## config.mk

```make
export PLATFORM = sky130hd
export DESIGN_NAME = dmem_arbiter_flat
export DESIGN_NICKNAME = d
export VERILOG_FILES = /design/src/rtl/dmem_arbiter_if.sv /design/src/rtl/dmem_arbiter.sv /design/src/flat_wrapper.sv
export SDC_FILE = /design/constraint.sdc
export NUM_CORES = 1
export LEC_CHECK = 0
export BUFFER_PORTS_ARGS = -buffer_cell sky130_fd_sc_hd__buf_2
export CAP_MARGIN = 0
export CELL_PAD_IN_SITES_DETAIL_PLACEMENT = 0
export CELL_PAD_IN_SITES_GLOBAL_PLACEMENT = 1
export CORE_UTILIZATION = 32
export CTS_BUF_LIST = sky130_fd_sc_hd__clkbuf_8
export DETAILED_ROUTE_END_ITERATION = 8
export PLACE_DENSITY_LB_ADDON = 0.1
export RECOVER_POWER = 50
export REMOVE_ABC_BUFFERS = 1
export SKIP_CTS_REPAIR_TIMING = 1
export SLEW_MARGIN = 5
export SYNTH_ARGS = -nofsm -noshare
export SYNTH_HDL_FRONTEND = slang
export SYNTH_SLANG_ARGS = --single-unit
```

## constraint.sdc

```tcl
create_clock -name clk -period 1.52 [get_ports clk]
set_input_delay 0.076 -clock clk [delete_from_list [all_inputs] [get_ports clk]]
set_output_delay 0.076 -clock clk [all_outputs]
set_load 0.005 [all_outputs]
```

## src/rtl/dmem_arbiter_if.sv

```systemverilog
// Bus bundle between two data-memory requesters, the arbiter and the shared memory.
interface dmem_arbiter_if #(
  parameter int N = 32,
  parameter int M = 10
);
  logic         a_req;
  logic         a_we;
  logic [M-1:0] a_adrs;
  logic [N-1:0] a_data_w;
  logic         a_ack;
  logic         a_err;

  logic         b_req;
  logic         b_we;
  logic [M-1:0] b_adrs;
  logic [N-1:0] b_data_w;
  logic         b_ack;
  logic         b_err;

  logic [N-1:0] data_r;

  logic [M-1:0] mem_adrs;
  logic [N-1:0] mem_data_w;
  logic         mem_WE;
  logic [N-1:0] mem_data_r;

  // arbiter side
  modport slave (
    input  a_req, a_we, a_adrs, a_data_w,
    input  b_req, b_we, b_adrs, b_data_w,
    input  mem_data_r,
    output a_ack, a_err, b_ack, b_err, data_r,
    output mem_adrs, mem_data_w, mem_WE
  );

  // requesters plus memory side
  modport master (
    output a_req, a_we, a_adrs, a_data_w,
    output b_req, b_we, b_adrs, b_data_w,
    output mem_data_r,
    input  a_ack, a_err, b_ack, b_err, data_r,
    input  mem_adrs, mem_data_w, mem_WE
  );
endinterface

```

## src/rtl/dmem_arbiter.sv

```systemverilog
// Two-requester round-robin arbiter for a shared data memory.
// Each transaction is IDLE -> ACCESS -> RESP (3 cycles); misaligned
// accesses complete with err and never write the memory.
//
//   state  | meaning
//   IDLE   | waiting; sample requests, pick winner, latch its command
//   ACCESS | latched command on the memory bus, write strobe if aligned
//   RESP   | ack (and err if misaligned) to the granted requester
module dmem_arbiter #(
  parameter int N = 32,
  parameter int M = 10
) (
  input  logic           clk,
  input  logic           rst,
  dmem_arbiter_if.slave  bus
);

  typedef enum logic [1:0] {
    IDLE   = 2'd0,
    ACCESS = 2'd1,
    RESP   = 2'd2
  } state_t;

  state_t       state;
  state_t       state_nx;

  // grant_b is both the current grant and the last grant (1 = B)
  logic         grant_b;
  logic         win_b;
  logic         load;
  logic         we_q;
  logic [M-1:0] adrs_q;
  logic [N-1:0] data_w_q;
  logic [N-1:0] data_r_q;
  logic         misaligned;
  logic         mem_we_c;
  logic         a_ack_c;
  logic         b_ack_c;

  assign misaligned = (adrs_q[1:0] != 2'b00);

  // state register
  always_ff @(posedge clk or negedge rst) begin
    if (!rst) begin
      state <= IDLE;
    end else begin
      state <= state_nx;
    end
  end

  // next-state, arbitration and strobes
  always_comb begin
    state_nx = state;
    load     = 1'b0;
    win_b    = grant_b;
    mem_we_c = 1'b0;
    a_ack_c  = 1'b0;
    b_ack_c  = 1'b0;
    case (state)
      IDLE: begin
        if (bus.a_req || bus.b_req) begin
          load     = 1'b1;
          state_nx = ACCESS;
          // on a tie the requester not granted last wins
          win_b    = (bus.a_req && bus.b_req) ? ~grant_b : bus.b_req;
        end
      end
      ACCESS: begin
        state_nx = RESP;
        mem_we_c = we_q && !misaligned;
      end
      RESP: begin
        state_nx = IDLE;
        a_ack_c  = ~grant_b;
        b_ack_c  = grant_b;
      end
      default: begin
        state_nx = IDLE;
      end
    endcase
  end

  // command latch and read-data capture
  always_ff @(posedge clk or negedge rst) begin
    if (!rst) begin
      grant_b  <= 1'b1;
      we_q     <= 1'b0;
      adrs_q   <= '0;
      data_w_q <= '0;
      data_r_q <= '0;
    end else begin
      if (load) begin
        grant_b  <= win_b;
        we_q     <= win_b ? bus.b_we     : bus.a_we;
        adrs_q   <= win_b ? bus.b_adrs   : bus.a_adrs;
        data_w_q <= win_b ? bus.b_data_w : bus.a_data_w;
      end
      if (state == ACCESS) begin
        if (misaligned) begin
          data_r_q <= '0;
        end else if (we_q) begin
          data_r_q <= data_w_q;
        end else begin
          data_r_q <= bus.mem_data_r;
        end
      end
    end
  end

  assign bus.mem_adrs   = adrs_q;
  assign bus.mem_data_w = data_w_q;
  assign bus.mem_WE     = mem_we_c;
  assign bus.data_r     = data_r_q;
  assign bus.a_ack      = a_ack_c;
  assign bus.b_ack      = b_ack_c;
  assign bus.a_err      = a_ack_c && misaligned;
  assign bus.b_err      = b_ack_c && misaligned;

endmodule

```

## src/flat_wrapper.sv

```systemverilog
// flat-port wrapper written by rule: the top's interface ports become plain ports
module dmem_arbiter_flat 
#(
  parameter int N = 32,
  parameter int M = 10
)
  (clk, rst, bus_a_req, bus_a_we, bus_a_adrs, bus_a_data_w, bus_b_req, bus_b_we, bus_b_adrs, bus_b_data_w, bus_mem_data_r, bus_a_ack, bus_a_err, bus_b_ack, bus_b_err, bus_data_r, bus_mem_adrs, bus_mem_data_w, bus_mem_WE);
  dmem_arbiter_if #(.N(N), .M(M)) bus_i ();
  input  logic clk;
  input  logic rst;
  input wire logic [$bits(bus_i.a_req)-1:0] bus_a_req;
  input wire logic [$bits(bus_i.a_we)-1:0] bus_a_we;
  input wire logic [$bits(bus_i.a_adrs)-1:0] bus_a_adrs;
  input wire logic [$bits(bus_i.a_data_w)-1:0] bus_a_data_w;
  input wire logic [$bits(bus_i.b_req)-1:0] bus_b_req;
  input wire logic [$bits(bus_i.b_we)-1:0] bus_b_we;
  input wire logic [$bits(bus_i.b_adrs)-1:0] bus_b_adrs;
  input wire logic [$bits(bus_i.b_data_w)-1:0] bus_b_data_w;
  input wire logic [$bits(bus_i.mem_data_r)-1:0] bus_mem_data_r;
  output wire logic [$bits(bus_i.a_ack)-1:0] bus_a_ack;
  output wire logic [$bits(bus_i.a_err)-1:0] bus_a_err;
  output wire logic [$bits(bus_i.b_ack)-1:0] bus_b_ack;
  output wire logic [$bits(bus_i.b_err)-1:0] bus_b_err;
  output wire logic [$bits(bus_i.data_r)-1:0] bus_data_r;
  output wire logic [$bits(bus_i.mem_adrs)-1:0] bus_mem_adrs;
  output wire logic [$bits(bus_i.mem_data_w)-1:0] bus_mem_data_w;
  output wire logic [$bits(bus_i.mem_WE)-1:0] bus_mem_WE;
  assign bus_i.a_req = bus_a_req;
  assign bus_i.a_we = bus_a_we;
  assign bus_i.a_adrs = bus_a_adrs;
  assign bus_i.a_data_w = bus_a_data_w;
  assign bus_i.b_req = bus_b_req;
  assign bus_i.b_we = bus_b_we;
  assign bus_i.b_adrs = bus_b_adrs;
  assign bus_i.b_data_w = bus_b_data_w;
  assign bus_i.mem_data_r = bus_mem_data_r;
  assign bus_a_ack = bus_i.a_ack;
  assign bus_a_err = bus_i.a_err;
  assign bus_b_ack = bus_i.b_ack;
  assign bus_b_err = bus_i.b_err;
  assign bus_data_r = bus_i.data_r;
  assign bus_mem_adrs = bus_i.mem_adrs;
  assign bus_mem_data_w = bus_i.mem_data_w;
  assign bus_mem_WE = bus_i.mem_WE;
  dmem_arbiter #(.N(N), .M(M)) u_core (.clk(clk), .rst(rst), .bus(bus_i));
endmodule
```

# After elaboration in Yosys (flattened, before gate mapping)
# Cells that the tools add are included.
[word_totals] word_cells=33 inputBits=122 reg_bits=78
[classes] mux=15 n_eq_ne=3 reduce_logical=8 bitwise_logic=1
[op_table] op="two-way mux 32 bit" count=3
[op_table] op="two-way mux 10 bit" count=1
[op_table] op="two-way mux 1 bit" count=9
[op_table] op="logical AND 1 bit" count=4
[op_table] op="case mux 2 bit (2 select lines)" count=1
[op_table] op="equality test 2 x 1 -> 1 bit, second input constant" count=1
[op_table] op="equality test 2 bit, second input constant" count=1
[op_table] op="zero test 2 bit" count=1
[op_table] op="two-way mux 2 bit" count=1
[op_table] op="!= test 2 x 1 -> 1 bit, second input constant" count=1
[op_table] op="nonzero test 2 bit" count=1
[op_table] op="zero test 1 bit" count=1
[op_table] op="logical OR 1 bit" count=1
[op_table] op="NOT 1 bit" count=1

# Depth between registers and ports, before layout
# Gate-level depths: netlist (run 1).
[logic_depth] depth_word=5 ltp_mapped=6

# Worst setup path after synthesis (run 1)
# OpenSTA, ideal clock, no wires.
[synth_timing] kind="register to register" from="reg u_core.state[0]" to="reg u_core.adrs_q[1], in the netlist u_core.bus.mem_adrs[1]" path_stages_with_launch=7 arrival_ns=1.454 path_buffers=3 period_less_slack_ns=1.595 setup_slack_ns=-0.075 cell_sequence="dfrtp_1 buf_6 or4b_4 buf_6 buf_12 o211ai_2 a31oi_1"
[synth_via] elab_chain_len=3
[synth_rtl] item="start: declaration" line_no="dmem_arbiter.sv:24" rtl="state_t state;"
[synth_rtl] item="start signal: assignment" line_no="dmem_arbiter.sv:47" rtl="state <= state_nx;"
[synth_rtl] item="zero test 2 bit (*)" line_no="dmem_arbiter.sv:59" rtl="case (state)"
[synth_rtl] item="two-way mux 1 bit" line_no="dmem_arbiter.sv:59"
[synth_rtl] item="two-way mux 10 bit" line_no="dmem_arbiter.sv:95" rtl="adrs_q <= win_b ? bus.b_adrs : bus.a_adrs;"
[synth_rtl] item="end signal: assignment" line_no="dmem_arbiter.sv:95"
[synth_rtl] item="end: declaration" line_no="dmem_arbiter.sv:32" rtl="logic [M-1:0] adrs_q;"
# Mark *: on every way between the ends. The rest lies on a longest branch, timed or not.
# A chain may end at the register's enable or synchronous reset.

==> run metrics, run 1 <==
maximum clock frequency 644 MHz; worst path cell trace buf_4, or4b_4, buf_12, o211ai_1, a31oi_1; reg-to-reg endpoint u_core.bus.mem_adrs[0]$_DFFE_PN0P_; YS warnings 0; PortBufs 200; Inst Count DP 770; Clock Sinks 78; antenna viol nets, final 0; Final Wtd Congestion roughly 0.76; CP endpoint u_core.bus.mem_adrs[0]$_DFFE_PN0P_; slowest stage delay, CP between 0.5 and 0.6 ns; post-synth top area share 44.3%; Die Wd 119 um; initial antenna violation count 0; crit end category register; worst min path class input pin to register; Area Growth Syn to Fin 46.2%; fin crit period approximately 1.6 ns; final WL 15.0 mm; GR Util All Layers 20.9%; R2R depth 5; synth unique cells 31; DRT Pass-1 Iters 4; Initial Util 32.9%; pin count of the biggest net entering global routing 37; synthesized flop and latch total 78; crit share post-route 102%; first-pass GRT wire length 23.0 mm; Worst-path clk slew 0.08 ns; number of max-cap violations 0; share of cells above drive strength 1 46.1%; Synth Flop Type dfrtp_1; RSZ-0062 raised after global routing true; CORE AREA 13,200 um2; maximum vdd drop 0.696 mV; vias ~4,300; delay-heaviest family, CP simple AND/OR/NAND/NOR gates; final hold vios 8; Die ar. between 10,000 and 15,000 um2; H-tree depth 3; DR iter-0 viols 185; DIE HEIGHT 119 um; hold_ws -0.00948 ns; FP Rows 42; vias in the first global route 4,220; number of synthesized flops with an enable pin 0; WL per Instance ~18 um; CP Data Required Time 1.76 ns; Slew headroom between 40% and 50%; final setup vio count 34; Commonest cells post-synth 77 x dfrtp_1, 47 x o211ai_1, 43 x a21oi_1, 43 x a31oi_1, 39 x o211ai_2; Worst Path Max Fanout 23; Final Instance Area 6360 um2; Cell Count, Final, Fillers Out 837; CP max stage cell or4b_4; Clk Latency, worst-skew pair 0.36 ns; Seq/Total Area, Yosys 44.9%; status finished, violations left; setup ws final -0.0340 ns; Post-Synthesis Cells 419; CP arrival about 1.8 ns; CTS max path bufs 2; DR vias/cell 5.12; Detail Placement HPWL roughly 10 mm; Synth async-reset ratio 100%; syn avg cell area 10.4 um2; Startpoint Class register; Slew @ Worst Pin between 0.8 and 0.9 ns; Synth area leader dfrtp_1; drt drc 0; r2r setup slk -0.03 ns; Mapped Area approximately 4400 um2; Leak 2.98 nW; clock tree from TritonCTS done; Clock Skews 0.00861 ns; total power 11.9 mW; Clock Tree Root clkbuf_8; pwr dens 1880 nW/um2; CP bufs+invs 2; TritonCTS Buffers 9; DP Area 5620 um2; grt ovf 0; failing checks negative hold slack, negative setup slack; Crit path depth 5; Slew Viols, Final 0; NumNets Final 778; ant diodes 0; largest cells by area after synthesis dfrtp_1 44%, o211ai_2 11%, o211ai_1 8.1%; Ports 201; Sum Neg Setup Slack -0.409 ns; most common cell in the netlist dfrtp_1; critical path class register to register
per-layer routing:
layer	routed length, um	vias up	GRT usage, %
li1	-	2070	-
met1	6830	2064	27.3
met4	161	0	6.88
met2	7380	140	35.5
met5	0	-	0
met3	674	11	2.94
final cells by class:
cell class | count | area, um2
Sequential cell | 78 | 1960
Fill cell | 1332 | 6880
Multi-Input combinational cell | 285 | 2100
Clock buffer | 11 | 151
Timing Repair Buffer | 280 | 1880
Clock inverter | 5 | 48.8
Inverter | 2 | 7.51
Tap cell | 176 | 220
worst min-delay path by stage:
stage                      from                                     to  slack (ns)  depth (start not counted)
2_1_floorplan               rst       u_core.bus.data_r[0]$_DFFE_PN0N_       -0.22                          0
3_3_place_gp                rst       u_core.bus.data_r[2]$_DFFE_PN0N_        0.05                          1
3_5_place_dp                rst       u_core.bus.data_r[2]$_DFFE_PN0N_        0.06                          1
4_1_cts                     rst       u_core.bus.data_r[2]$_DFFE_PN0N_       -0.35                          1
5_1_grt        bus_a_data_w[22]  u_core.bus.mem_data_w[22]$_DFFE_PN0P_      -0.001                          3
6_report       bus_b_data_w[23]  u_core.bus.mem_data_w[23]$_DFFE_PN0P_      -0.009                          3
cells by family (layout without fill, tap and decap cells):
logic type	after synthesis	in the layout	synth area share (%)
muxes	32	32	7.36
buffers and inverters	56	298	7.65
DFF	78	78	44.9
and+or+nand+nor	48	48	5.84
AOI/OAI and AO/OA	205	205	34.3
worst register-to-register path, stage by stage (launching register included):
cell	delay [ns]
dfstp_2	0.38
buf_4	0.13
or4b_4	0.52
buf_12	0.20
o211ai_1	0.10
a31oi_1	0.10
report_power, final:
group	leakage, nW	switching (mW)	internal [mW]	total [mW]
clock network	0.110	0.775	0.835	1.61
registers	0.947	0.630	2.96	3.59
logic	1.92	3.62	3.11	6.73
total	2.98	5.02	6.91	11.9
metrics by stage:
stage | setup WS, ns | util [%]
global route | -0.0917 | 48.0
floorplan | -1.10 | -
global placement | -0.0225 | 42.5
finish | -0.0340 | 48.0
CTS | -0.121 | 44.0
detailed placement | -0.0517 | 42.5
state kept, by name (all words and copies together), names as in the netlist, named ones only:
signal                 cells
u_core.bus.data_r         32
u_core.bus.mem_data_w     32
u_core.bus.mem_adrs       10
u_core.state               2
u_core.we_q                1
cells in the final DEF (no fill, tap or decap), drive strengths merged, types with 2 or more instances in the layout:
cell type and instances:
nand2 32, mux2i 32, nor2 4, dfrtp 77
inv 3, clkbuf 18, clkinv 3, dlygate4sd3 43
buf 230, nand2b 2, o21ai 33, a31oi 43
nor3b 2, nor3 2, o211ai 86, a21oi 43
(Power assumes the default switching activity.)
==> run 2, diff against run 1 <==
--- a/config.mk
+++ b/config.mk
@@ -9,7 +9,7 @@
 export CAP_MARGIN = 0
 export CELL_PAD_IN_SITES_DETAIL_PLACEMENT = 0
 export CELL_PAD_IN_SITES_GLOBAL_PLACEMENT = 1
-export CORE_UTILIZATION = 32
+export CORE_UTILIZATION = 36
 export CTS_BUF_LIST = sky130_fd_sc_hd__clkbuf_8
 export DETAILED_ROUTE_END_ITERATION = 8
 export PLACE_DENSITY_LB_ADDON = 0.1
==> constraint.sdc (replaced) <==
create_clock -name clk -period 1.65 [get_ports clk]
set_input_delay 0.0825 -clock clk [delete_from_list [all_inputs] [get_ports clk]]
set_output_delay 0.0825 -clock clk [all_outputs]
set_load 0.005 [all_outputs]
==> run 2 against run 1 <==
Compared with the run above:
- the run ends with design-rule violations, negative hold slack left
- die area is 11% lower
- clock power is 17% lower
- critical path depth stayed put
- utilization is 4.6 points higher
- fmax is 2.2% lower
- worst setup slack better by 0.095 ns
- critical path type unchanged
- highest routed layer unchanged
==> run metrics, run 2 (same netlist as run 1, synthesis figures left out) <==
status finished, violations left; failing checks design-rule violations, negative hold slack; final setup vio count 0; vias in the first global route 4,133; ant diodes 0; Slew headroom 46.1%; hold_ws -0.00972 ns; total power 10.6 mW; Die ar. 12,500 um2; DRT Pass-1 Iters 6; Clock Tree Root clkbuf_8; Slew Viols, Final 0; critical path class register to register; Cell Count, Final, Fillers Out 793; Placement Setup Slack around 0.12 ns; reg-to-reg endpoint u_core.we_q$_DFFE_PN0P_; commonest non-fill, non-tap cell in the layout buf_2; setup ws final 0.0613 ns; Fillers 1,136; CP Data Required Time 1.88 ns; FP Rows 39; H-tree depth 3; Area Growth Syn to Fin 40.5%; Final Wtd Congestion roughly 0.75; maximum clock frequency 629 MHz; pwr dens 1740 nW/um2; delay-heaviest family, CP simple AND/OR/NAND/NOR gates; vias 4,262; number of max-cap violations 0; WL per Instance ~18 um; initial antenna violation count 0; DR iter-0 viols 239; pin count of the biggest net entering global routing 34; slowest stage delay, CP 0.52 ns; worst path cell trace buf_6, or4b_4, buf_12, o211ai_1, a31oi_1; Worst-path clk slew 0.08 ns; most frequent cells in the layout 191 x buf_2, 76 x dfrtp_1, 47 x o211ai_1; NumNets Final 768; Leak 2.87 nW; CP bufs+invs 2; Clk Latency, worst-skew pair 0.35 ns; Startpoint Class register; antenna viol nets, final 0; DIE HEIGHT 112 um; Inst Count DP 737; CORE AREA roughly 12,000 um2; Slew @ Worst Pin 0.809 ns; TritonCTS Buffers 9; share of cells above drive strength 1 45.4%; Die Wd ~110 um; DR vias/cell 5.37; R2R depth 5; CP arrival 1.81 ns; worst min path class input pin to register; PortBufs 200; grt ovf 0; RSZ-0062 raised after global routing true; Worst Path Max Fanout 18; DP Area around 5500 um2; area of the multi-input gates 2090 um2; Crit path depth 5; GR Util All Layers 23.3%; crit share post-route approximately 96%; Clock Sinks 78; CP max stage cell or4b_4; final hold vios 5; maximum vdd drop 0.836 mV; clock tree from TritonCTS done; Final Instance Area 6110 um2; fin crit period 1.59 ns; Detail Placement HPWL between 9 and 10 mm; drt drc 13; crit end category register; first-pass GRT wire length 22.7 mm; sequential standard cell area 1950 um2; r2r setup slk about 0.061 ns; CTS max path bufs 2; CP endpoint u_core.we_q$_DFFE_PN0P_; Clock Skews approximately 0.010 ns; Ports 201; Initial Util a little under two fifths; final WL 14.6 mm
run 2: cell count changes in the layout (fill, tap and decap cells not counted), sizes merged:
cell         delta
inv             -1
bufinv          -1
buf             -8
clkinvlp        +1
dlygate4sd3     -8
clkbuf          +6
run 2: area by class of cell:
type                            count  share of cell area (%)
Multi-Input combinational cell    285                    34.1
Clock inverter                      4                   0.368
Inverter                            2                   0.123
Sequential cell                    78                    32.0
Clock buffer                       11                    2.48
Timing Repair Buffer              270                    28.0
Tap cell                          143                    2.93
run 2: report_power, final:
| part | internal [mW] | switching [mW] |
|---|---|---|
| logic | 2.68 | 3.33 |
| clock network | 0.613 | 0.721 |
| registers | 2.73 | 0.569 |
run 2: worst register-to-register path: stages (launching register included):
cell	delay [ns]
dfstp_2	0.40
buf_6	0.13
or4b_4	0.52
buf_12	0.19
o211ai_1	0.12
a31oi_1	0.11
run 2: worst min-delay path by stage:
stage / endpoint / startpoint / depth (start not counted)
after CTS: u_core.bus.data_r[16]$_DFFE_PN0N_ / rst / 1
after global placement: u_core.bus.data_r[16]$_DFFE_PN0N_ / rst / 1
after global routing: u_core.bus.mem_data_w[7]$_DFFE_PN0P_ / bus_a_data_w[7] / 3
after detailed placement: u_core.bus.data_r[16]$_DFFE_PN0N_ / rst / 1
after floorplan: u_core.bus.data_r[0]$_DFFE_PN0N_ / rst / 0
final: u_core.bus.mem_data_w[7]$_DFFE_PN0P_ / bus_a_data_w[7] / 3
run 2: routing by layer:
| metal | part of all wire [%] | track usage (%) |
|---|---|---|
| met1 | 46 | 30.3 |
| met2 | 47 | 38.3 |
| met3 | 6.7 | 5.61 |
| met4 | 0.99 | 6.67 |
| met5 | 0 | 0 |
run 2: through the flow:
step / utilization (%) / setup TNS (ns)
2_1_floorplan: - / -45.16
3_3_place_gp: 47.5 / 0
3_5_place_dp: 47.5 / 0
4_1_cts: 49.0 / -0.470
5_1_grt: 52.6 / -0.0409
6_report: 52.6 / 0
==> run 3, diff against run 2 <==
--- a/config.mk
+++ b/config.mk
@@ -15,6 +15,7 @@
 export PLACE_DENSITY_LB_ADDON = 0.1
 export RECOVER_POWER = 50
 export REMOVE_ABC_BUFFERS = 1
+export SETUP_SLACK_MARGIN = 0.15
 export SKIP_CTS_REPAIR_TIMING = 1
 export SLEW_MARGIN = 5
 export SYNTH_ARGS = -nofsm -noshare
==> constraint.sdc (replaced) <==
create_clock -name clk -period 1.75 [get_ports clk]
set_input_delay 0.0875 -clock clk [delete_from_list [all_inputs] [get_ports clk]]
set_output_delay 0.0875 -clock clk [all_outputs]
set_load 0.005 [all_outputs]
==> run 3 against run 2 <==
Compared with the run above:
- total power up 0.25%
- via count is 1.1% higher
- the flow still finishes with violations (design-rule violations, negative hold slack)
- critical path type unchanged
- sequential cell count unchanged
- first-iteration DRC count is 10% lower
- clock power increased by 22%
==> run metrics, run 3 (same netlist as run 1, synthesis figures left out) <==
RSZ-0062 raised after global routing true; fin crit period ~1.6 ns; Slew Viols, Final 0; Ports 201; Area Growth Syn to Fin 42.8%; Final Wtd Congestion 0.736; PortBufs 200; antenna viol nets, final 0; FP Rows 39; pin count of the biggest net entering global routing 37; hold_ws -0.0163 ns; initial antenna violation count 0; CP max stage cell or4b_4; Clk Latency, worst-skew pair approximately 0.36 ns; slowest stage delay, CP 0.51 ns; commonest non-fill, non-tap cell in the layout buf_2; failing checks design-rule violations, negative hold slack; Die ar. 12,500 um2; most frequent cells in the layout 186 x buf_2, 76 x dfrtp_1, 47 x o211ai_1; final setup vio count 0; Hold Path Depth 3; final core utilization between 50 and 60%; share of cells above drive strength 1 46.6%; Worst Path Max Fanout 18; DR vias/cell about 5.4; number of max-cap violations 0; crit end category register; pwr dens 1720 nW/um2; H-tree depth 3; Detail Placement HPWL 9.89 mm; NumNets Final 773; Hold Startpoint bus_a_data_w[4]; DRT Pass-1 Iters 7; DR iter-0 viols 215; Slew headroom a little over a third; Clock Sinks 78; reg-to-reg endpoint u_core.bus.mem_data_w[31]$_DFFE_PN0P_; drt drc 13; final hold vios 10; CP arrival 1.88 ns; Initial Util 37.5%; sequential standard cell area 1950 um2; worst path cell trace buf_4, or4b_4, buf_6, o211ai_1, a31oi_1; setup ws final 0.104 ns; crit share post-route around 94%; WL per Instance between 15 and 20 um; Clock Skews 0.00792 ns; TritonCTS Buffers 9; r2r setup slk 0.10 ns; worst hold path endpoint u_core.bus.mem_data_w[4]$_DFFE_PN0P_; Worst-path clk slew roughly 0.080 ns; critical path class register to register; Die Wd about 110 um; status finished, violations left; R2R depth 5; DIE HEIGHT 112 um; grt ovf 0; vias in the first global route approximately 4,200; delay-heaviest family, CP simple AND/OR/NAND/NOR gates; Fillers 1,111; GR Util All Layers 23.2%; maximum vdd drop 0.771 mV; CTS max path bufs 2; clock tree from TritonCTS done; ant diodes 0; worst min path class input pin to register; first-pass GRT wire length 22.6 mm; final WL approximately 15 mm; maximum clock frequency 608 MHz; Placement Setup Slack 0.0967 ns; Clock Tree Root clkbuf_8; CP bufs+invs 2; vias 4,309; Slew @ Worst Pin 0.961 ns; area of the multi-input gates 2100 um2; Leak slightly below 3 nW; CP Data Required Time 1.98 ns; CORE AREA 11,600 um2; Startpoint Class register
-- run 3: cell count changes in the layout (fill, tap and decap cells not counted), sizes merged --
cell	before	now
buf	222	232
clkbuf	24	26
dlygate4sd3	35	26
bufinv	0	3
inv	2	3
clkinvlp	1	0
-- run 3: cell type report --
class	instances	share of cell area, %
clock buffer	9	1.99
tap	143	2.88
timing repair buffer	275	27.8
inverter	2	0.403
multi-input combinational	285	33.8
clock inverter	7	1.71
sequential	78	31.5
-- run 3: power by group --
part           total, mW  switching (mW)  internal (mW)
clock               1.62           0.688          0.931
sequential          3.16           0.585           2.57
combinational       5.89            3.17           2.72
total               10.7            4.44           6.23
-- run 3: stage by stage --
stage / instance area (um2) / cells / power, mW / TNS, ns / hold slack [ns]
floorplan: 4030 / 365 / 6.10 / -38.63 / -0.208
global placement: 5490 / 736 / 8.35 / 0 / 0.0904
detailed placement: 5490 / 736 / 8.49 / 0 / 0.0829
CTS: 5720 / 752 / 10.1 / -0.492 / -0.307
global route: 6210 / 799 / 11.4 / 0 / -0.0000936
finish: 6210 / 799 / 10.7 / 0 / -0.0163
-- run 3: worst max path at each step --
stage	start	endpoint	slack [ns]	cells after the start
CTS	register	bus_b_err	-0.21	4
finish	register	u_core.bus.mem_data_w[31]$_DFFE_PN0P_	0.10	5
global route	register	u_core.we_q$_DFFE_PN0P_	0.04	5
global placement	register	u_core.bus.mem_adrs[0]$_DFFE_PN0P_	0.14	4
floorplan	register	u_core.bus.mem_adrs[0]$_DFFE_PN0P_	-0.87	3
detailed placement	register	u_core.bus.mem_data_w[7]$_DFFE_PN0P_	0.1	4
-- run 3: worst register-to-register path, cell delays in order (launching register included) --
cell	delay (ns)
dfstp_2	0.43
buf_4	0.16
or4b_4	0.51
buf_6	0.21
o211ai_1	0.11
a31oi_1	0.10
-- run 3: routing by layer --
metal	vias up	share of wire, %	global-route usage (%)
met4	0	1.0	7.02
met1	2082	44	30.4
met5	-	0	0
met2	159	48	39.2
met3	10	6.8	3.92
li1	2058	-	-
